**config.mk**
```make
export PLATFORM = sky130hd
export DESIGN_NAME = led_sequencer
export DESIGN_NICKNAME = d
export VERILOG_FILES = /design/src/rtl/led_sequencer.sv
export SDC_FILE = /design/constraint.sdc
export NUM_CORES = 1
export LEC_CHECK = 0
export ABC_AREA = 1
export CORE_MARGIN = 5
export CORE_UTILIZATION = 50
export DETAILED_ROUTE_END_ITERATION = 12
export HOLD_SLACK_MARGIN = 0.15
export PLACE_DENSITY = 0.84
export SLEW_MARGIN = 10
export SYNTH_ARGS = -nofsm -noshare
export SYNTH_HDL_FRONTEND = slang
export SYNTH_SLANG_ARGS = --single-unit
```
**constraint.sdc**
```tcl
create_clock -name clock -period 5 [get_ports clock]
set_input_delay 1 -clock clock [delete_from_list [all_inputs] [get_ports clock]]
set_output_delay 1 -clock clock [all_outputs]
set_load 0.05 [all_outputs]
```
**src/rtl/led_sequencer.sv**
```systemverilog
// Autonomous LED pattern sequencer: steps a small pattern table into the LED block at a programmable interval.
// Optional build macro LED_SEQUENCER_IRQ_EN adds a sticky DONE flag and the irq output.
module led_sequencer #(
    parameter int unsigned STEPS        = 8,
    parameter int unsigned PERIOD_WIDTH = 24
) (
    input  logic        clock,
    input  logic        reset,
    input  logic        write,
    input  logic        cs,
    input  logic [1:0]  address,
    input  logic [31:0] data_in,
    output logic [31:0] data_out,
    output logic        led_write,
    output logic        led_cs,
    output logic [31:0] led_data,
    output logic        busy
`ifdef LED_SEQUENCER_IRQ_EN
    ,
    output logic        irq
`endif
);

    localparam int unsigned IDX_W   = $clog2(STEPS);
    localparam logic [8:0]  STEPS_L = 9'(STEPS);

    typedef enum logic [1:0] {ST_IDLE, ST_LOAD, ST_WAIT} state_e;

    state_e                  state_q, state_d;
    logic [7:0]              step_q, step_d;
    logic [PERIOD_WIDTH-1:0] cnt_q, cnt_d;
    logic [8:0]              runlen_q, runlen_d;
    logic [PERIOD_WIDTH-1:0] period_q;
    logic [7:0]              length_q;
    logic                    loop_q;
    logic [2:0]              entry_q [STEPS];
    logic                    led_write_q, led_write_d;
    logic [2:0]              led_pat_q, led_pat_d;
    logic                    busy_q, busy_d;
    logic                    done_set;
    logic                    done_bit;

    logic             ctrl_wr, per_wr, pat_wr, len_wr;
    logic [IDX_W-1:0] pat_idx, load_idx;
    logic [8:0]       len_eff, limit;
    logic             advance;

    assign ctrl_wr = write & cs & (address == 2'd0);
    assign per_wr  = write & cs & (address == 2'd1);
    assign pat_wr  = write & cs & (address == 2'd2);
    assign len_wr  = write & cs & (address == 2'd3);
    assign pat_idx = data_in[IDX_W-1:0];

    // LENGTH of 0 means one step; anything past the table depth is clamped.
    assign len_eff = (length_q == 8'd0) ? 9'd1 :
                     ({1'b0, length_q} > STEPS_L) ? STEPS_L : {1'b0, length_q};

    // State register
    always_ff @(posedge clock) begin
        if (reset) state_q <= ST_IDLE;
        else       state_q <= state_d;
    end

    // Next-state and step/counter logic; a CONTROL write overrides everything else.
    always_comb begin
        state_d  = state_q;
        step_d   = step_q;
        cnt_d    = cnt_q;
        runlen_d = runlen_q;
        advance  = 1'b0;
        done_set = 1'b0;
        limit    = (state_q == ST_LOAD) ? len_eff : runlen_q;
        case (state_q)
            ST_LOAD: begin
                runlen_d = len_eff;
                if (period_q > PERIOD_WIDTH'(1)) begin
                    cnt_d   = period_q - PERIOD_WIDTH'(2);
                    state_d = ST_WAIT;
                end else begin
                    advance = 1'b1;
                end
            end
            ST_WAIT: begin
                if (cnt_q == '0) advance = 1'b1;
                else             cnt_d   = cnt_q - PERIOD_WIDTH'(1);
            end
            default: ;
        endcase
        if (advance) begin
            if (({1'b0, step_q} + 9'd1) < limit) begin
                step_d  = step_q + 8'd1;
                state_d = ST_LOAD;
            end else if (loop_q) begin
                step_d  = 8'd0;
                state_d = ST_LOAD;
            end else begin
                state_d  = ST_IDLE;
                done_set = 1'b1;
            end
        end
        if (ctrl_wr) begin
            done_set = 1'b0;
            if (data_in[0]) begin
                step_d  = 8'd0;
                state_d = ST_LOAD;
            end else begin
                state_d = ST_IDLE;
            end
        end
    end

    assign load_idx = step_d[IDX_W-1:0];

    // Output next-values; a pattern write landing on the entry about to load is forwarded.
    always_comb begin
        led_write_d = (state_d == ST_LOAD);
        busy_d      = (state_d != ST_IDLE);
        led_pat_d   = led_pat_q;
        if (state_d == ST_LOAD) begin
            if (pat_wr && (pat_idx == load_idx)) led_pat_d = data_in[26:24];
            else                                 led_pat_d = entry_q[load_idx];
        end
    end

    always_ff @(posedge clock) begin
        if (reset) begin
            step_q      <= 8'd0;
            cnt_q       <= '0;
            runlen_q    <= 9'd0;
            period_q    <= '0;
            length_q    <= 8'd0;
            loop_q      <= 1'b0;
            led_write_q <= 1'b0;
            led_pat_q   <= 3'b000;
            busy_q      <= 1'b0;
            for (int unsigned i = 0; i < STEPS; i++) entry_q[i] <= 3'b111;
        end else begin
            step_q      <= step_d;
            cnt_q       <= cnt_d;
            runlen_q    <= runlen_d;
            led_write_q <= led_write_d;
            led_pat_q   <= led_pat_d;
            busy_q      <= busy_d;
            if (per_wr)  period_q         <= data_in[PERIOD_WIDTH-1:0];
            if (len_wr)  length_q         <= data_in[7:0];
            if (ctrl_wr) loop_q           <= data_in[1];
            if (pat_wr)  entry_q[pat_idx] <= data_in[26:24];
        end
    end

`ifdef LED_SEQUENCER_IRQ_EN
    logic done_q;
    logic unused_bits;

    // Sticky completion flag; an explicit clear beats a same-cycle set.
    always_ff @(posedge clock) begin
        if (reset)                      done_q <= 1'b0;
        else if (ctrl_wr && data_in[31]) done_q <= 1'b0;
        else if (done_set)              done_q <= 1'b1;
    end

    assign irq         = done_q;
    assign done_bit    = done_q;
    assign unused_bits = ^data_in;
`else
    logic unused_bits;
    assign done_bit    = 1'b0;
    assign unused_bits = ^{data_in, done_set};
`endif

    assign led_write = led_write_q;
    assign led_cs    = led_write_q;
    assign led_data  = {5'b0, led_pat_q, 24'b0};
    assign busy      = busy_q;

    always_comb begin
        data_out = 32'd0;
        case (address)
            2'd0: data_out = {16'b0, step_q, 5'b0, done_bit, loop_q, busy_q};
            2'd1: data_out = 32'(period_q);
            2'd2: data_out = {5'b0, entry_q[0], 24'b0};
            2'd3: data_out = {24'b0, length_q};
            default: data_out = 32'd0;
        endcase
    end

endmodule

```
# Word level (Yosys, flattened, before mapping)
# Memories as Yosys holds them, arrays and structs flattened. A register that Yosys moved wholly into a read port is not among the register bits.
# Index checks and enable logic that the tools add are counted.
# totals
mem_count	1
ram_bits	24
output_inout_bits	67
ff_bits	78
# memory_table
memory	words	word_bits	rd	rd_clocked_by_memory_dff	wr	line	rtl
entry_q	8	3	2	1	8	36	logic [2:0] entry_q [STEPS];
# classes
n_reduce_logical	7
addsub	4
magnitude_cmp	3
eq_ne	8
muxes	30
bitwise_logic	5
# op_table
operator	count
$pmux 32 s4	1
$mux 8	7
$mux 24	2
$pmux 24 s2	1
$gt 24x1->1 const B	1
$logic_not 24->1	1
$sub 24x1->24 const B	1
$sub 24x2->24 const B	1
$mux 1	11
$add 8x1->9 const B	1
$lt 9x9->1	1
$mux 9	1
$add 8x1->8 const B	1
$gt 8x4->1 const B	1
$logic_not 8->1	1
$mux 2	4
$eq 2x1->1 const B	3
$eq 2x2->1 const B	3
$mux 3	2
$and 1x1->1	5
$reduce_bool 2->1	2
$reduce_and 3->1	1
$reduce_or 3->1	1
$logic_not 2->1	1
other kinds (3)	3

# Depth between registers and ports, before layout
# logic_depth
word_depth	9
depth_mapped	22
ltp_nobuf	22

# Least setup slack after synthesis
# No wires, ideal clock.
# synth_path
path_type	input-to-output
from	in address[0]
to	out data_out[10]
arrival_ns	2.236
path_stages	5
slack_ns	1.764
n_path_buf	1
path_cell_list	inv_1 nor2_1 inv_1 clkbuf_1 o22ai_1
# synth_via
elab_chain_cells	2
word_cells_on_any_way	5
# synth_lines
item	line	rtl
start: declaration	11	input logic [1:0] address,
$eq 2x2->1 (tied with other cells)	178	case (address)
$pmux 32 s4 (*)	178	
end: declaration	13	output logic [31:0] data_out,
# Mark *: on every way between the ends. The rest lies on a longest branch, timed or not. The select of a mux whose other input is x is not followed.

# Worst setup path after layout
# layout_path
from	in address[0]
to	out data_out[6]
# The elaborated chain is that of the path after synthesis.

==> flow_summary.yaml <==
run_status:
  status: "completed"
cells_and_area:
  nets: 1032
  drive_gt1_share_pct: 7.099
  layout_commonest_cell: "nand2_1"
  seq_area_um2: 2342
  n_fill_cell: 1206
  diodes: 0
  areaGrowthSynthToFinish_pct: 14.11
  multi_input_area_um2: 3403
  final_cell_mix: "139 x nand2_1, 120 x nor2_1, 116 x inv_1, 81 x dfxtp_1, 76 x o21ai_0"
  final_cells: 1158
global_route:
  grt_pass1_wl_um: 27440
  antenna_found_initial: 0
  grt_usage_pct: 21.16
  grt_pass1_vias: 5744
  grt_max_degree: 61
  grt_overflow_total: 0
setup_path:
  cp_num_cells: 6
  crit_path_start_kind: "input pin"
  reg2reg_depth: 20
  path_class: "input pin to output pin"
  crit_fanout: 23
  critPathSlowestCell: "clkdlybuf4s50_1"
  crit_family: "buffers and inverters"
  timing.critical_path.buf_inv: 4
  cp-end-kind: "output pin"
  arrival_ps: 3270
  cp.required_ps: 4000
  path_cells: "clkdlybuf4s50_1 -> inv_1 -> nor2_1 -> inv_1 -> o22ai_1 -> clkdlybuf4s50_1"
  max_stage_delay_ps: 870
timing:
  period_needed_ps: 4271
  drv_slew: 0
  finalHoldViolations: 0
  rsz0062_at_grt: "no"
  fin_crit_sh_pct: 85.42
  max_slew_margin_pct: 30.40
  fmax_mhz: 234.1
  clock_skew_ps: 13.44
  setup_violations: 0
  final.setup.tns_ps: 0
  tightest_slew_ps: 1043
power:
  p_per_area_nw_per_um2: 282.3
  power_leakage_nw: 3.195
  peakVddDrop_v: 0.0002040
logic_synthesis:
  synth-simple-area-share_pct: 27.84
  synthFlopType: "dfxtp_1"
  synth_compound_area_share_pct: 16.24
  synthAdderAreaFrac_pct: 2.492
  synth-edff-count: 24
  synth_area_um2: 6526
  async_reset_ff_share_pct: 0
  synthMuxAreaShare_pct: 0
  synth_top_family_by_area: "simple AND/OR/NAND/NOR gates"
  syn_inst: 931
  netlist-cell-type-count: 45
  synthXorXnorAreaFrac_pct: 3.623
  synth-seq-cells: 105
  ys_warn_count: 0
  seq_area_frac_synth_pct: 35.89
  avgSynthCellArea_um2: 7.010
clock_tree:
  cts_hold_buf: 0
  cts_tree: "done"
  cts_setup_buffers: 0
  cts-resized-gates: 0
  clock_latency_ps: 360
  htreeDepth: 3
  cts_sinks: 105
  cts_buffers: 9
  clockBufferDepth: 2
  cts_root_buffer: "clkbuf_16"
  clkTransAtPathRegs_ps: 80
placement:
  place_inst: 1142
  place.detailed.hpwl_um: 12140
  gp_congestion: 0.9178
  port_buffers: 65
routing:
  viasPerCell: 5.266
  vias: 6098
  drtPass1Iterations: 6
  wl_um: 16460
  avgRoutedWirePerCell_um: 14.22
  drt_iter0_drc: 464
  post-route-drc-count: 0
  ant_nets: 0
die:
  num_io_pins: 105
  core_area_um2: 12720
  initial_core_util_pct: 51.30
  dieHeight_um: 124.2
  die_w_um: 124.2
  die_area_um2: 15440
  rows: 41
worst_hold_path:
  hp-class: "flop to flop"
  whs_path_depth: 2
run:
  max_cap_violations: 0
-- worst register-to-register path, stage by stage, from the launching register on --
cell,delay [ps]
dfxtp_1,370
ha_1,320
clkinv_1,310
nor3_1,330
a21oi_1,90
ha_1,330
a21o_1,160
nand3_1,70
a21oi_1,60
nor2_1,240
nand2_2,150
nand2_1,80
nand2_1,80
nand2_4,160
nand3_2,240
nand2_1,140
inv_1,40
nor2_1,90
nand2_1,80
nand3_1,130
a21oi_1,80
-- cells by family after synthesis --
family | after synthesis
AO/OA/AOI/OAI | 195
XOR/XNOR | 27
adder cells (fa/ha/maj) | 13
buffers and inverters | 199
flip-flops | 105
other | 1
AND/OR/NAND/NOR | 391
-- Yosys cell counts (17+ instances only) --
library cell  instances  area [um^2]
inv_1               116        435.4
xor2_1               25        219.0
nand2_1             139        521.8
buf_4                35        262.8
nand3_1              44        220.2
a21oi_1              74        370.4
nor3_1               17        85.08
edfxtp_1             24        720.7
o21ai_0              76        380.4
clkbuf_1             20        75.07
dfxtp_1              81         1622
nor2_1              120        450.4
nand4_1              27        168.9
-- path summary, 6_finish.rpt --
check / start / to / slack (ps)
worst max-delay path: address[0] / data_out[6] / 730
worst min-delay path: runlen_q[5] / runlen_q[5] / 460
worst max register to register: state_q[0] / led_pat_q[1] / 1340
worst min register to register: runlen_q[5] / runlen_q[5] / 460
-- layer usage --
| metal | GRT usage, % | wire length (um) | vias up |
|---|---|---|---|
| met1 | 25.66 | 7170 | 2799 |
| li1 | - | - | 3100 |
| met2 | 37.12 | 8053 | 177 |
| met3 | 4.846 | 945 | 22 |
| met5 | 0 | 0 | - |
| met4 | 6.641 | 293 | 0 |
-- report_power, final --
part	switching (mW)	internal, mW
clock	0.357	0.350
sequential	0.0234	0.897
combinational	0.323	0.152
-- metrics by stage --
step | hold WS (ps) | utilization, % | total power, mW | area, um^2 | setup WS, ps
after floorplan | 432.1 | - | 1.318 | 6650 | 1764
after global placement | 444.0 | 56.25 | 1.402 | 7157 | 770.5
after detailed placement | 449.5 | 56.25 | 1.406 | 7157 | 750.5
after CTS | 460.6 | 58.54 | 2.105 | 7447 | 743.9
after global routing | 496.9 | 58.54 | 2.199 | 7447 | 571.0
final | 459.8 | 58.54 | 2.102 | 7447 | 728.9
-- registers in the layout (all words and copies together), names as in the netlist --
register / flops
led_pat_q: 3
led_cs: 1
runlen_q: 9
period_q: 24
busy: 1
length_q: 8
cnt_q: 24
entry_q: 24
step_q: 8
loop_q: 1
state_q: 2
-- cell type report --
cell class	count	share of cell area, %
timing repair buffer	69	9.140
inverter	136	6.922
clock buffer	9	3.024
clock inverter	7	0.8737
sequential	105	31.45
tap	172	2.890
multi-input combinational	660	45.70
No activity file was read; power rests on OpenSTA's default activity.
